==> src/rtl/ppm_freq_tune_ctrl.sv <==
// ppm_freq_tune_ctrl
// Closed-loop oscillator tuning for PPM preamble frequency recovery.
// Averaged interpulse-cycle measurements drive the DAC code. Acquisition
// uses a successive-approximation search over the code bits, followed by
// one verify window. Once locked, the controller tracks the target with
// +/-1 code steps. freq_ok tells the recovery block to stop scanning.
module ppm_freq_tune_ctrl #(
    parameter int MEAS_BITS     = 17,
    parameter int DAC_BITS      = 6,
    parameter int AVG_LOG2      = 2,
    parameter int SETTLE_CYCLES = 64
) (
    input  logic                 clk,
    input  logic                 resetn,
    input  logic                 en,
    input  logic                 meas_valid,
    input  logic [MEAS_BITS-1:0] meas,
    input  logic [MEAS_BITS-1:0] target_cycles,
    input  logic [MEAS_BITS-1:0] tol,
    output logic [DAC_BITS-1:0]  dac_code,
    output logic                 freq_ok,
    output logic                 busy,
    output logic                 lock_fail,
    output logic [MEAS_BITS-1:0] avg_cycles,
    output logic [2:0]           state_SC
);

    localparam int ACC_W = MEAS_BITS + AVG_LOG2;
    localparam int CMP_W = MEAS_BITS + 1;
    localparam int IDX_W = (DAC_BITS > 1) ? $clog2(DAC_BITS) : 1;
    localparam int SET_W = $clog2(SETTLE_CYCLES + 1);
    localparam int SMP_W = AVG_LOG2 + 1;

    localparam logic [DAC_BITS-1:0] DAC_MID  = {1'b1, {(DAC_BITS-1){1'b0}}};
    localparam logic [DAC_BITS-1:0] DAC_MAX  = {DAC_BITS{1'b1}};
    localparam logic [DAC_BITS-1:0] DAC_ZERO = {DAC_BITS{1'b0}};
    localparam logic [IDX_W-1:0]    IDX_MSB  = IDX_W'(DAC_BITS - 1);
    localparam logic [IDX_W-1:0]    IDX_ZERO = {IDX_W{1'b0}};
    localparam logic [SET_W-1:0]    SET_LAST = SET_W'(SETTLE_CYCLES - 1);
    localparam logic [SMP_W-1:0]    SMP_LAST = SMP_W'((1 << AVG_LOG2) - 1);

    typedef enum logic [2:0] {
        ST_IDLE   = 3'd0,
        ST_SETTLE = 3'd1,
        ST_ACCUM  = 3'd2,
        ST_DECIDE = 3'd3,
        ST_LOCKED = 3'd4,
        ST_FAIL   = 3'd5
    } state_e;

    typedef enum logic [1:0] {
        MODE_SAR    = 2'd0,
        MODE_VERIFY = 2'd1,
        MODE_TRACK  = 2'd2
    } mode_e;

    state_e               state_q,      state_d;
    mode_e                mode_q,       mode_d;
    logic [DAC_BITS-1:0]  dac_code_q,   dac_code_d;
    logic [IDX_W-1:0]     bit_idx_q,    bit_idx_d;
    logic [SET_W-1:0]     settle_cnt_q, settle_cnt_d;
    logic [SMP_W-1:0]     samp_cnt_q,   samp_cnt_d;
    logic [ACC_W-1:0]     acc_q,        acc_d;
    logic [MEAS_BITS-1:0] avg_cycles_q, avg_cycles_d;
    logic                 freq_ok_q,    freq_ok_d;
    logic                 busy_q,       busy_d;
    logic                 lock_fail_q,  lock_fail_d;

    logic [ACC_W-1:0]     sum_s;
    logic [MEAS_BITS-1:0] avg_s;
    logic                 hi_s;
    logic                 lo_s;
    logic                 in_band_s;
    logic                 step_ok_s;
    logic [DAC_BITS-1:0]  step_code_s;
    logic [DAC_BITS-1:0]  sar_code_s;

    // Window average and in-band test; one extra MSB keeps target+tol and avg+tol from wrapping
    always_comb begin
        if (state_q == ST_LOCKED) begin
            sum_s = acc_q + ACC_W'(meas);
        end else begin
            sum_s = acc_q;
        end
        avg_s     = MEAS_BITS'(sum_s >> AVG_LOG2);
        hi_s      = {1'b0, avg_s} > ({1'b0, target_cycles} + {1'b0, tol});
        lo_s      = ({1'b0, avg_s} + {1'b0, tol}) < CMP_W'({1'b0, target_cycles});
        in_band_s = !hi_s && !lo_s;
    end

    // Candidate codes: +/-1 tracking step and next SAR trial code
    always_comb begin
        step_ok_s = (hi_s && (dac_code_q != DAC_ZERO)) || (lo_s && (dac_code_q != DAC_MAX));
        if (hi_s) begin
            step_code_s = dac_code_q - {{(DAC_BITS-1){1'b0}}, 1'b1};
        end else begin
            step_code_s = dac_code_q + {{(DAC_BITS-1){1'b0}}, 1'b1};
        end
        sar_code_s = dac_code_q;
        if (hi_s) begin
            sar_code_s[bit_idx_q] = 1'b0;
        end else begin
            sar_code_s[bit_idx_q] = dac_code_q[bit_idx_q];
        end
        if (bit_idx_q != IDX_ZERO) begin
            sar_code_s[bit_idx_q - {{(IDX_W-1){1'b0}}, 1'b1}] = 1'b1;
        end else begin
            sar_code_s = sar_code_s;
        end
    end

    // Next-state and datapath update for the acquisition/tracking FSM
    always_comb begin
        state_d      = state_q;
        mode_d       = mode_q;
        dac_code_d   = dac_code_q;
        bit_idx_d    = bit_idx_q;
        settle_cnt_d = settle_cnt_q;
        samp_cnt_d   = samp_cnt_q;
        acc_d        = acc_q;
        avg_cycles_d = avg_cycles_q;

        if (!en) begin
            state_d      = ST_IDLE;
            acc_d        = {ACC_W{1'b0}};
            samp_cnt_d   = {SMP_W{1'b0}};
            settle_cnt_d = {SET_W{1'b0}};
        end else begin
            case (state_q)
                ST_IDLE: begin
                    state_d      = ST_SETTLE;
                    dac_code_d   = DAC_MID;
                    bit_idx_d    = IDX_MSB;
                    mode_d       = MODE_SAR;
                    settle_cnt_d = {SET_W{1'b0}};
                    samp_cnt_d   = {SMP_W{1'b0}};
                    acc_d        = {ACC_W{1'b0}};
                end
                ST_SETTLE: begin
                    // samples arriving while the oscillator settles are dropped
                    if (settle_cnt_q == SET_LAST) begin
                        settle_cnt_d = {SET_W{1'b0}};
                        state_d      = ST_ACCUM;
                    end else begin
                        settle_cnt_d = settle_cnt_q + {{(SET_W-1){1'b0}}, 1'b1};
                    end
                end
                ST_ACCUM: begin
                    if (meas_valid) begin
                        acc_d = acc_q + ACC_W'(meas);
                        if (samp_cnt_q == SMP_LAST) begin
                            samp_cnt_d = {SMP_W{1'b0}};
                            state_d    = ST_DECIDE;
                        end else begin
                            samp_cnt_d = samp_cnt_q + {{(SMP_W-1){1'b0}}, 1'b1};
                        end
                    end else begin
                        acc_d = acc_q;
                    end
                end
                ST_DECIDE: begin
                    avg_cycles_d = avg_s;
                    acc_d        = {ACC_W{1'b0}};
                    samp_cnt_d   = {SMP_W{1'b0}};
                    case (mode_q)
                        MODE_SAR: begin
                            if (in_band_s) begin
                                state_d = ST_LOCKED;
                            end else begin
                                dac_code_d = sar_code_s;
                                state_d    = ST_SETTLE;
                                if (bit_idx_q != IDX_ZERO) begin
                                    bit_idx_d = bit_idx_q - {{(IDX_W-1){1'b0}}, 1'b1};
                                end else begin
                                    // last bit resolved: one more window on the final code
                                    mode_d = MODE_VERIFY;
                                end
                            end
                        end
                        MODE_VERIFY: begin
                            if (in_band_s) begin
                                state_d = ST_LOCKED;
                            end else begin
                                state_d = ST_FAIL;
                            end
                        end
                        default: begin
                            if (in_band_s) begin
                                state_d = ST_LOCKED;
                            end else if (step_ok_s) begin
                                dac_code_d = step_code_s;
                                state_d    = ST_SETTLE;
                            end else begin
                                state_d = ST_FAIL;
                            end
                        end
                    endcase
                end
                ST_LOCKED: begin
                    // continuous windows with no settle; window close evaluated inline
                    if (meas_valid) begin
                        if (samp_cnt_q == SMP_LAST) begin
                            avg_cycles_d = avg_s;
                            acc_d        = {ACC_W{1'b0}};
                            samp_cnt_d   = {SMP_W{1'b0}};
                            if (in_band_s) begin
                                state_d = ST_LOCKED;
                            end else if (step_ok_s) begin
                                mode_d     = MODE_TRACK;
                                dac_code_d = step_code_s;
                                state_d    = ST_SETTLE;
                            end else begin
                                mode_d  = MODE_TRACK;
                                state_d = ST_FAIL;
                            end
                        end else begin
                            acc_d      = acc_q + ACC_W'(meas);
                            samp_cnt_d = samp_cnt_q + {{(SMP_W-1){1'b0}}, 1'b1};
                        end
                    end else begin
                        acc_d = acc_q;
                    end
                end
                ST_FAIL: begin
                    state_d = ST_FAIL;
                end
                default: begin
                    state_d = ST_IDLE;
                end
            endcase
        end

        freq_ok_d   = (state_d == ST_LOCKED);
        lock_fail_d = (state_d == ST_FAIL);
        busy_d      = (state_d == ST_SETTLE) || (state_d == ST_ACCUM) || (state_d == ST_DECIDE);
    end

    // State and output registers with synchronous active-low reset
    always_ff @(posedge clk) begin
        if (!resetn) begin
            state_q      <= ST_IDLE;
            mode_q       <= MODE_SAR;
            dac_code_q   <= DAC_MID;
            bit_idx_q    <= IDX_MSB;
            settle_cnt_q <= {SET_W{1'b0}};
            samp_cnt_q   <= {SMP_W{1'b0}};
            acc_q        <= {ACC_W{1'b0}};
            avg_cycles_q <= {MEAS_BITS{1'b0}};
            freq_ok_q    <= 1'b0;
            busy_q       <= 1'b0;
            lock_fail_q  <= 1'b0;
        end else begin
            state_q      <= state_d;
            mode_q       <= mode_d;
            dac_code_q   <= dac_code_d;
            bit_idx_q    <= bit_idx_d;
            settle_cnt_q <= settle_cnt_d;
            samp_cnt_q   <= samp_cnt_d;
            acc_q        <= acc_d;
            avg_cycles_q <= avg_cycles_d;
            freq_ok_q    <= freq_ok_d;
            busy_q       <= busy_d;
            lock_fail_q  <= lock_fail_d;
        end
    end

    assign dac_code   = dac_code_q;
    assign freq_ok    = freq_ok_q;
    assign busy       = busy_q;
    assign lock_fail  = lock_fail_q;
    assign avg_cycles = avg_cycles_q;
    assign state_SC   = state_q;

endmodule

==> config.mk <==
export PLATFORM = sky130hd
export DESIGN_NAME = ppm_freq_tune_ctrl
export DESIGN_NICKNAME = d
export VERILOG_FILES = /design/src/rtl/ppm_freq_tune_ctrl.sv
export SDC_FILE = /design/constraint.sdc
export NUM_CORES = 1
export LEC_CHECK = 0
export CAP_MARGIN = 20
export CORE_ASPECT_RATIO = 0.7
export CORE_MARGIN = 1.5
export CORE_UTILIZATION = 45
export CTS_BUF_LIST = sky130_fd_sc_hd__clkbuf_16
export CTS_CLUSTER_SIZE = 24
export DETAILED_ROUTE_END_ITERATION = 16
export PLACE_DENSITY_LB_ADDON = 0.12
export SYNTH_ARGS = -nofsm -noshare
export SYNTH_HDL_FRONTEND = slang
export SYNTH_SLANG_ARGS = --single-unit
==> constraint.sdc <==
create_clock -name clk -period 5.7 [get_ports clk]
set_input_delay 0.57 -clock clk [delete_from_list [all_inputs] [get_ports clk]]
set_output_delay 0.57 -clock clk [all_outputs]
set_load 0.01 [all_outputs]
* After elaboration in Yosys (flattened, before gate mapping)
Index checks and enable logic that the tools add are counted.
** Cells by class
- Equality and inequality tests :: 25
- $add $sub $neg :: 8
- $lt $le $gt $ge :: 6
- Reduce and logical (&&, ||, !) cells :: 29
- Muxes and demuxes :: 53
- Bitwise logic cells :: 3
** Operators by type and width (count)
- 19-bit 2-to-1 mux :: 4
- 19-bit one-hot mux with 3 select lines :: 1
- 6-bit 2-to-1 mux :: 8
- 3-bit 2-to-1 mux :: 14
- 17-bit by 17-bit adder with 18-bit output :: 2
- 17-bit 2-to-1 mux :: 2
- 17-bit one-hot mux with 2 select lines :: 1
- 19-bit by 17-bit adder with 19-bit output :: 1
- 17-bit by 18-bit > comparator with 1-bit output :: 1
- 18-bit by 17-bit < comparator with 1-bit output :: 1
- 3-bit one-hot mux with 2 select lines :: 3
- 3-bit one-hot mux with 6 select lines :: 1
- 6-bit one-hot mux with 3 select lines :: 1
- 2-bit != test (second input constant) :: 8
- 3-bit by 2-bit equality test with 1-bit output (second input constant) :: 5
- 7-bit one-hot mux with 2 select lines :: 1
- 3-bit equality test (second input constant) :: 4
- 2-bit 2-to-1 mux :: 6
- 6-bit one-hot mux with 2 select lines :: 1
- 3-bit nonzero test :: 3
- 3-bit by 4-bit < comparator with 1-bit output (second input constant) :: 2
- 8-bit AND reduction :: 1
- 2-bit nonzero test :: 4
- 7-bit by 1-bit adder with 7-bit output (second input constant) :: 1
- 32 further kinds :: 48
** Storage, ports and cells
- Output and inout bits :: 29
- Flip-flop bits (word level) :: 63
- Bits of input ports :: 55
- Word-level logic and storage cells :: 135

* Logic depth before layout (Yosys ltp)
Gate-level depths: netlist of run 1.
- Depth in word-level cells :: 15
- Mapped depth :: 31
- Depth with buffers taken out :: 31

* Worst setup path after synthesis of run 1
Ideal clock, no wire load.
- Path kind :: input to register
- Start :: input port target_cycles[0]
- End :: register dac_code_q[5], in the netlist dac_code[5]
- Library setup time :: 0.119 ns
- Stages on the path :: 29
- Buffers on the path :: 0
- Arrival time :: 5.657 ns
- Required time :: 5.581 ns
- Path slack :: -0.075 ns
- Cells stage by stage :: ha_1 > fa_1 > a21o_1 > a21oi_1 > nor2_1 > o21a_1 > o41ai_1 > o2111ai_1 > nand2_1 > o21ai_0 > a21oi_1 > xor2_1 > ha_1 > and4_1 > nand4_1 > nor4_1 > nor4_1 > o311a_4 > ha_1 > a21o_1 > a21oi_1 > nor2b_1 > o21ai_0 > nand2b_1 > inv_1 > xnor2_1 > nand4_1 > and3_1 > o221a_2
** Between the ends
- Longest elaborated chain between the ends :: 9
- Elaborated cells on any way between the ends :: 22
- Those cells by class :: 1 x add/sub; 2 x order compare; 1 x eq/ne; 10 x mux; 1 x bitwise; 7 x reduce/logical
** RTL lines
- from (decl) :: RTL line 18 : input logic [MEAS_BITS-1:0] target_cycles,
- parallel branches: the longest is 9 deep, another holds 17-bit by 17-bit adder with 18-bit output
- to (signal assigned) :: RTL line 255 : dac_code_q <= dac_code_d;
- to (decl) :: RTL line 59 : logic [DAC_BITS-1:0] dac_code_q, dac_code_d;
Several ways; the timed one is not identified. The select of a mux whose other input is x is not followed.
A chain may end at the register's enable or synchronous reset.

* Worst setup path after layout of run 1
- Start :: input port meas[7]
- End :: register freq_ok_q, in the netlist freq_ok
** Between the ends
- Longest elaborated chain between the ends :: 13
- Elaborated cells on any way between the ends :: 21
- Those cells by class :: 2 x add/sub; 2 x order compare; 1 x eq/ne; 10 x mux; 6 x reduce/logical
** RTL lines
- from (decl) :: RTL line 17 : input logic [MEAS_BITS-1:0] meas,
- 19-bit by 17-bit adder with 19-bit output (*) :: RTL line 81 : sum_s = acc_q + ACC_W'(meas);
- 19-bit 2-to-1 mux (*) :: RTL line 80 : if (state_q == ST_LOCKED) begin
- named net sum_s[10] :: RTL line 69 : logic [ACC_W-1:0] sum_s;
- 17-bit by 17-bit adder with 18-bit output :: RTL line 87 : lo_s = ({1'b0, avg_s} + {1'b0, tol}) < CMP_W'({1'b0, target_cycles});
- 18-bit by 17-bit < comparator with 1-bit output :: RTL line 87
- 1-bit logical AND :: RTL line 93 : step_ok_s = (hi_s && (dac_code_q != DAC_ZERO)) || (lo_s && (dac_code_q != DAC_MAX));
- 1-bit logical OR :: RTL line 93
- 3-bit 2-to-1 mux :: RTL line 190, 208
- 3-bit 2-to-1 mux :: RTL line 206 : if (in_band_s) begin
- 3-bit 2-to-1 mux :: RTL line 202 : if (samp_cnt_q == SMP_LAST) begin
- 3-bit 2-to-1 mux :: RTL line 201 : if (meas_valid) begin
- 3-bit one-hot mux with 6 select lines (*) :: RTL line 129 : case (state_q)
- 3-bit 2-to-1 mux (*) :: RTL line 123 : if (!en) begin
- 3-bit equality test (*) :: RTL line 233 : freq_ok_d = (state_d == ST_LOCKED);
- to (signal assigned) :: RTL line 261 : freq_ok_q <= freq_ok_d;
- to (decl) :: RTL line 65 : logic freq_ok_q, freq_ok_d;
The timed path passes the listed nets; every way through them passes the cells marked *.

==> impl_metrics.yaml, run 1 <==
floorplanning:
  initial_core_util_pct: 45.81
  core_area_mm2: 0.01383
  top_level_ports: 84
  rows: 36
  die_area_mm2: 0.01481
  die_w_um: 144.8
  die_y_um: 102.3
setup_path:
  r2r_start: "acc_q[2]"
  slowest_delay_ns: 0.41
  startpoint: "meas[7]"
  rrSetupSlack_ns: -0.32
  crit_buf_inv: 5
  arrival_ns: 6.26
  cp.required_ns: 5.92
  start_kind: "primary input"
  crit_family: "compound AO/OA/AOI/OAI gates"
  critPathCaptureType: "register"
  critPathKind: "primary input to register"
  reg2reg_depth: 29
  critPathMaxFanout: 4
  worst_path_max_delay_cell: "clkdlybuf4s50_1"
  timing.rr.end: "freq_ok"
  crit_top_cell: "buf_4"
layout:
  num_antenna_cells: 0
  drive_above_1_share_pct: 25.77
  syn_to_final_growth_pct: 47.88
  final_cell_area_mm2: 0.009368
  stdcell_count: 1261
  n_fill_cell: 1168
  nets: 1219
  ff_latch_area_mm2: 0.001262
  multi_input_area_mm2: 0.005191
sta:
  clock_skew_ns: 0.005458
  fin_crit_sh_pct: 106.0
  drv_slew: 0
  hold_viol_final: 0
  grt_setup_unrepaired: "true"
  max_slew.worst_pin.slew_ns: 0.8763
  finalSetupViolCount: 15
  layout_min_cycle_time_ns: 6.041
  fin_ws_ns: -0.3407
  max_slew_margin_pct: 41.56
  clock.fmax_mhz: 165.5
detailed_routing:
  drtIter0Drc: 429
  first_pass_iters: 5
  vias_per_cell: 5.596
  drc: 0
  antenna_left: 0
  via_count: 7057
  wire_per_inst_um: 16.74
  routed_wl_um: 21110
synth:
  synthFlopType: "dfxtp_1"
  yosysTopAreaCell: "dfxtp_1"
  synth_commonest_cells: "94 x ha_1, 87 x nor2_1, 69 x a21oi_1"
  syn_nets: 975
  seq_area_frac_synth_pct: 19.91
  netlist.area_leader.share_pct: 19.91
  avgSynthCellArea_um2: 7.707
  synthCells: 822
  yosysMostFrequentCell: "ha_1"
  synth-seq-cells: 63
  syn_area_mm2: 0.006335
  yosys_warnings: 0
  synth_area_leaders: "dfxtp_1 20%, ha_1 19%, a21oi_1 5.5%"
  synth_cell_types: 67
  synth_edf_count: 0
  async_reset_ff_share_pct: 0
place:
  hpwl_um: 16130
  place_ws_ns: -1.112
  placed_cells: 1223
  port_buffers: 83
  gp_congestion: 0.9457
  placed_area_mm2: 0.008479
clocking:
  clk_path_buf_depth: 2
  clk_pin_slew_ns: 0.05
  numCtsBuffers: 9
  cts_hold_buf: 0
  clockRootBuffer: "clkbuf_16"
  cts_tree: "done"
  h-tree-depth: 3
  clkLatencyLatePin_ns: 0.33
  cts.sinks: 63
hold_path:
  hp-start: "samp_cnt_q[2]"
  min_to: "samp_cnt_q[2]"
  whs_path_depth: 2
  hold_class: "register to register"
power:
  ir_drop_uv: 196.9
  power_leakage_uw: 0.004422
  powerDensity_mw_per_mm2: 143.7
status:
  status: "finished with violations"
  violations: "setup timing"
global_routing:
  antenna_found_initial: 0
  grt_overflow: 0
  grt_pass1_vias: 6610
  grt_max_degree: 32
  grt_pass1_wl_um: 32780
  track_usage_pct: 28.20
job:
  maxCapViolations: 0
-- registers in the layout, summed over array words and instances, names as in the netlist --
signal / flops
busy: 1
acc_q: 19
avg_cycles: 17
freq_ok: 1
bit_idx_q: 3
lock_fail: 1
state_SC: 3
settle_cnt_q: 7
samp_cnt_q: 3
mode_q: 2
dac_code: 6
-- where the power goes --
group          internal [µW]  total, µW  switching, µW  leakage [µW]
clock network            331        526            195      0.000149
logic                    189        378            189       0.00376
registers                442        442          0.537      0.000508
-- per-layer routing --
layer / vias up / global-route usage, % / share of wire (%)
li1: 3491 / - / -
met1: 3310 / 40.70 / 48
met2: 229 / 44.29 / 44
met3: 27 / 4.171 / 6.0
met4: 0 / 6.371 / 1.4
met5: - / 0 / 0
-- cells in the final DEF (no fill, tap or decap), types with 10 or more instances in the layout --
cell type        netlist  layout
a21o_1                27      27
a21oi_1               69      58
a21oi_2                0      11
a31oi_1               11      10
buf_4                  0     172
clkdlybuf4s50_1        0      73
dfxtp_1               63      62
ha_1                  94      85
inv_1                 46      44
nand2_1               68      67
nand2b_1              15      15
nand3_1               19      19
nand4_1               11      11
nor2_1                87      83
nor3_1                17      15
o21ai_0               51      36
o21ai_1                4      12
xnor2_1               26      24
xor2_1                22      20
-- worst max-delay path by stage --
stage | to | slack, ns | cells past startpoint
after floorplan | bit_idx_q[1] | 0.007 | 27
final | freq_ok | -0.34 | 30
after CTS | dac_code[2] | -0.38 | 28
after global placement | lock_fail | -0.90 | 29
after detailed placement | dac_code[2] | -1.11 | 32
after global routing | freq_ok | -0.66 | 32
-- area by class of cell --
cell class                      instances  area share [%]
Clock buffer                            9           2.404
Tap cell                              190           2.538
Multi-Input combinational cell        683           55.42
Inverter                               47           1.883
Sequential cell                        63           13.48
Timing Repair Buffer                  262           23.68
Clock inverter                          7          0.6010
-- worst register-to-register path, delay by kind of cell (launching register included) --
kind	cells	cell delay, ns
adders and majority gates	3	1.03
AOI/OAI and AO/OA	15	3.06
xor gates and xnor gates	2	0.31
buffers and inverters	3	0.47
and+or+nand+nor	6	0.72
DFF	1	0.32
-- per-stage QoR --
| stage | util, % | hold slack (ns) | total power (µW) | TNS (ns) |
|---|---|---|---|---|
| after floorplan | - | 0.4247 | 628.6 | 0 |
| after global placement | 61.32 | 0.4362 | 771.3 | -13.25 |
| after detailed placement | 61.32 | 0.4609 | 781.8 | -16.77 |
| after CTS | 65.61 | 0.4688 | 1326 | -4.265 |
| after global routing | 67.74 | 0.4891 | 1402 | -8.147 |
| final | 67.74 | 0.4726 | 1347 | -3.422 |
-- cell families after synthesis --
logic type | count (synthesis) | synth area share [%]
xor gates and xnor gates | 48 | 6.636
buffers and inverters | 76 | 4.641
AOI/OAI and AO/OA | 262 | 27.69
DFF | 63 | 19.91
adders and majority gates | 98 | 19.83
and+or+nand+nor | 271 | 20.64
muxes | 4 | 0.6518
-- what timing repair did --
item,4_1_cts,5_1_grt
gates cloned,0,0
setup buffers,13,10
resized for setup,68,49
setup endpoints to repair,16,16
pin swaps,49,53
Power figures use the tool's default switching activity.
==> run 2, diff against run 1 <==
CORE_UTILIZATION = 38   (was 45)
==> run 2 against run 1 <==
  * The run still ends with setup timing left
  * Die area grew 18%
  * Wire length grew 3.3%
  * Register-to-register slack lost 0.07 ns
  * Clock skew grew 0.0026 ns
  * Global-route usage shrank 3.3 points
  * Worst setup slack lost 0.047 ns
  * Critical path depth grew 1
  * Clock power grew 6.5%
  * Largest power group unchanged
  * Highest routed layer unchanged
==> impl_metrics.yaml, run 2 (synthesized netlist as in run 1, its figures left out) <==
detailed_routing:
  first_pass_iters: 5
  drtIter0Drc: 368
  via_count: 7076
  routed_wl_um: 21810
  wire_per_inst_um: 16.62
  drc: 0
  vias_per_cell: 5.393
  antenna_left: 0
global_routing:
  track_usage_pct: 24.90
  antenna_found_initial: 0
  grt_pass1_vias: 6825
  grt_pass1_wl_um: 34780
  grt_overflow: 0
  grt_max_degree: 32
sta:
  hold_viol_final: 0
  grt_setup_unrepaired: "true"
  max_slew_margin_pct: 40.17
  fin_crit_sh_pct: 106.8
  clock.fmax_mhz: 164.3
  fin_ws_ns: -0.3873
  fin_tns_setup_ns: -4.642
  max_slew.worst_pin.slew_ns: 0.8973
  drv_slew: 0
  layout_min_cycle_time_ns: 6.087
  finalSetupViolCount: 16
  clock_skew_ns: 0.008036
power:
  ir_drop_uv: 130.8
  powerDensity_mw_per_mm2: 143.9
  design_power_total_uw: 1385
  power_leakage_uw: 0.004491
job:
  maxCapViolations: 0
setup_path:
  critPathKind: "register to register"
  slowest_delay_ns: 0.40
  crit_buf_inv: 4
  arrival_ns: 6.32
  crit_family: "compound AO/OA/AOI/OAI gates"
  critPathMaxFanout: 4
  crit_top_cell: "buf_4"
  worst_path_max_delay_cell: "or3_4"
  start_kind: "register"
  cp.required_ns: 5.93
  critPathCaptureType: "register"
clocking:
  cts_tree: "done"
  h-tree-depth: 3
  clkLatencyLatePin_ns: 0.34
  clockRootBuffer: "clkbuf_16"
  cts.sinks: 63
  clk_path_buf_depth: 2
  numCtsBuffers: 9
  clk_pin_slew_ns: 0.06
place:
  port_buffers: 83
  gp_congestion: 0.9054
  placed_cells: 1265
  place_ws_ns: -1.145
  hpwl_um: 16730
layout:
  largest_register: "acc_q"
  final_common_cell: "buf_4"
  syn_to_final_growth_pct: 51.89
  num_antenna_cells: 0
  final_cell_mix: "190 x buf_4, 85 x nor2_1, 82 x ha_1"
  nets: 1235
  stdcell_count: 1312
  n_fill_cell: 1520
  drive_above_1_share_pct: 27.69
  largest_register_ffs: 19
floorplanning:
  die_area_mm2: 0.01747
  die_y_um: 111.0
  die_w_um: 157.3
  initial_core_util_pct: 38.87
  top_level_ports: 84
  core_area_mm2: 0.01630
  rows: 39
hold_path:
  hold_class: "register to register"
status:
  violations: "setup timing"
  status: "finished with violations"
[run 2: changes by cell type in the layout (fill, tap and decap cells not counted), sizes merged, moves of 2 or more]
cell / before / now
buf: 181 / 197
clkdlybuf4s50: 73 / 71
inv: 48 / 46
dlygate4sd2: 2 / 5
[run 2: worst paths after layout]
kind,startpoint,end,slack (ns),depth (start not counted)
worst max-delay path,acc_q[0],freq_ok,-0.39,31
worst min-delay path,samp_cnt_q[2],samp_cnt_q[2],0.46,2
worst max register to register,acc_q[0],freq_ok,-0.39,31
worst min register to register,samp_cnt_q[2],samp_cnt_q[2],0.46,2
[run 2: power by group]
group / switching (µW) / internal [µW]
sequential: 1.09 / 441
clock: 221 / 339
combinational: 190 / 193
total: 412 / 973
[run 2: worst register-to-register path, delay by kind of cell (launching register included)]
family / cells / cell delay, ns
xor+xnor: 2 / 0.28
simple gates: 9 / 1.13
fa+ha+maj: 4 / 0.94
buf+inv: 4 / 0.59
compound gates: 12 / 2.69
flops: 1 / 0.35
[run 2: timing repair]
item / in CTS / in global routing
gates resized for setup: 68 / 57
endpoints found under the setup margin: 16 / 16
setup buffers: 22 / 10
hold buffers: 0 / 0
pin swaps: 56 / 55
[run 2: metrics by stage]
stage	cell area (µm²)	hold slack, ns	utilization [%]
global placement	8568	0.4415	52.57
detailed placement	8596	0.4486	52.74
finish	9622	0.4640	59.04
global route	9622	0.4851	59.04
CTS	9250	0.4615	56.76
floorplan	6350	0.4247	-
[run 2: layout make-up]
cell class              instances  area [µm²]  share of cell area (%)
clock buffers                   9       225.2                   2.341
clock inverters                 7       73.82                  0.7672
inverters                      47       176.4                   1.834
multi-input cells             683        5278                   54.85
flip-flops and latches         63        1262                   13.12
well taps                     225       281.5                   2.926
repair buffers                278        2325                   24.16
[run 2: metal layers]
layer / share of wire (%) / GRT usage (%) / vias up
met5: 0 / 0 / -
met4: 1.1 / 5.220 / 0
met3: 5.3 / 3.792 / 25
met2: 44 / 38.33 / 187
met1: 49 / 36.47 / 3332
li1: - / - / 3532
==> run 3, diff against run 2 <==
SLEW_MARGIN = 25   (was default)
==> run 3 against run 2 <==
  * Critical path type is now primary input to register
  * Largest power group unchanged
  * Maximum frequency grew 2.7%
  * Sequential share of layout area fell by 0.14 points
  * The flow still finishes with violations (setup timing)
  * First-iteration DRC count decreased by 3.5%
  * Non-clock buffer count decreased by 2
  * Sequential cell count is the same
  * Combinational power increased by 2%
  * Wire length shrank 0.57%
==> impl_metrics.yaml, run 3 (synthesized netlist as in run 1, its figures left out) <==
detailed_routing:
  vias_per_cell: 5.418
  drtIter0Drc: 355
  wire_per_inst_um: 16.55
  drc: 0
  antenna_left: 0
  first_pass_iters: 5
  via_count: 7098
  routed_wl_um: 21680
global_routing:
  grt_max_degree: 32
  grt_pass1_wl_um: 34490
  track_usage_pct: 24.67
  antenna_found_initial: 0
  grt_overflow: 0
  grt_pass1_vias: 6756
power:
  power_leakage_uw: 0.004522
  power.sequential.fraction_pct: 31.1
  powerDensity_mw_per_mm2: 146.4
  power.share.switching_pct: 28.42
  intPower_uw: 1019
  p_clk_share_pct: 41.5
  design_power_total_uw: 1424
  ir_drop_uv: 146.0
  netSwitchingPower_uw: 404.7
  combinationalPowerShare_pct: 27.4
sta:
  fin_tns_setup_ns: -2.921
  clock_skew_ns: 0.007683
  finalSetupViolCount: 16
  hold_viol_final: 0
  drv_slew: 0
  fin_ws_ns: -0.2277
  clock.fmax_mhz: 168.7
  max_slew.worst_pin.slew_ns: 0.9715
  layout_min_cycle_time_ns: 5.928
  fin_crit_sh_pct: 104.0
  grt_setup_unrepaired: "true"
  max_slew_margin_pct: 34.55
layout:
  fin_util_pct: 59.69
  largest_register: "acc_q"
  nets: 1233
  syn_to_final_growth_pct: 53.57
  num_antenna_cells: 0
  final_cell_mix: "186 x buf_4, 85 x nor2_1, 79 x ha_1"
  largest_register_ffs: 19
  drive_above_1_share_pct: 29.22
  final_common_cell: "buf_4"
floorplanning:
  core_area_mm2: 0.01630
  die_y_um: 111.0
  die_w_um: 157.3
  rows: 39
  die_area_mm2: 0.01747
  top_level_ports: 84
  initial_core_util_pct: 38.87
setup_path:
  critPathMaxFanout: 5
  arrival_ns: 6.15
  start_kind: "primary input"
  cp.required_ns: 5.92
  critPathKind: "primary input to register"
  slowest_delay_ns: 0.41
  critPathCaptureType: "register"
  worst_path_max_delay_cell: "fa_2"
place:
  gp_congestion: 0.9054
  port_buffers: 83
  hpwl_um: 16390
job:
  maxCapViolations: 0
clocking:
  numCtsBuffers: 9
  cts.sinks: 63
  cts_tree: "done"
  clockRootBuffer: "clkbuf_16"
  clkLatencyLatePin_ns: 0.34
  clk_pin_slew_ns: 0.06
  clk_path_buf_depth: 2
  h-tree-depth: 3
status:
  violations: "setup timing"
  status: "finished with violations"
hold_path:
  hold_class: "register to register"
-- run 3: critical path, delay by kind of cell --
family                   cells  cell delay [ns]
adder cells (fa/ha/maj)      3             0.88
AND/OR/NAND/NOR              8             1.03
XOR/XNOR                     2             0.27
buffers and inverters        4             0.60
AO/OA/AOI/OAI               13             2.81
-- run 3: per-layer routing --
layer  global-route usage, %  vias to the layer above  part of all wire, %
met2                   37.80                      189                   43
met1                   36.21                     3353                   50
met3                   4.418                       33                  4.8
met5                       0                        -                    0
li1                        -                     3523                    -
met4                   4.214                        0                  1.4
-- run 3: final timing paths --
| kind | slack [ns] | depth (start not counted) | end | from |
|---|---|---|---|---|
| worst max register to register | -0.20 | 30 | dac_code[0] | acc_q[0] |
| worst min-delay path | 0.46 | 2 | settle_cnt_q[6] | settle_cnt_q[6] |
| worst max-delay path | -0.23 | 30 | dac_code[0] | meas[1] |
| worst min register to register | 0.46 | 2 | settle_cnt_q[6] | settle_cnt_q[6] |
-- run 3: area by class of cell --
| class | instances | area, µm² |
|---|---|---|
| clock buffers | 9 | 225.2 |
| clock inverters | 7 | 88.84 |
| fillers | 1527 | 6570 |
| inverters | 47 | 176.4 |
| multi-input cells | 683 | 5391 |
| flip-flops and latches | 63 | 1262 |
| well taps | 225 | 281.5 |
| repair buffers | 276 | 2302 |
-- run 3: through the flow --
step	std cells	hold WS, ns	setup slack [ns]	area [µm²]
6_report	1310	0.4643	-0.2277	9728
5_1_grt	1310	0.4862	-0.4588	9728
4_1_cts	1295	0.4670	-0.3132	9214
3_5_place_dp	1264	0.4576	-1.105	8571
3_3_place_gp	1264	0.4415	-0.9406	8568
2_1_floorplan	822	0.4247	0.006937	6350
-- run 3: power by group through the flow --
stage | Clock (µW) | Sequential (µW) | Combinational [µW]
after floorplan | 0 | 452 | 176
after global placement | 0 | 452 | 328
after detailed placement | 0 | 452 | 336
after CTS | 598 | 442 | 355
after global routing | 623 | 442 | 425
final | 591 | 443 | 391
-- run 3: timing repair --
action                     in CTS  in global routing
hold buffers                    0                  0
buffers inserted               14                 15
resized for setup              70                 82
pin swaps                      53                 69
setup endpoints to repair      16                 16
gates cloned                    1                  0
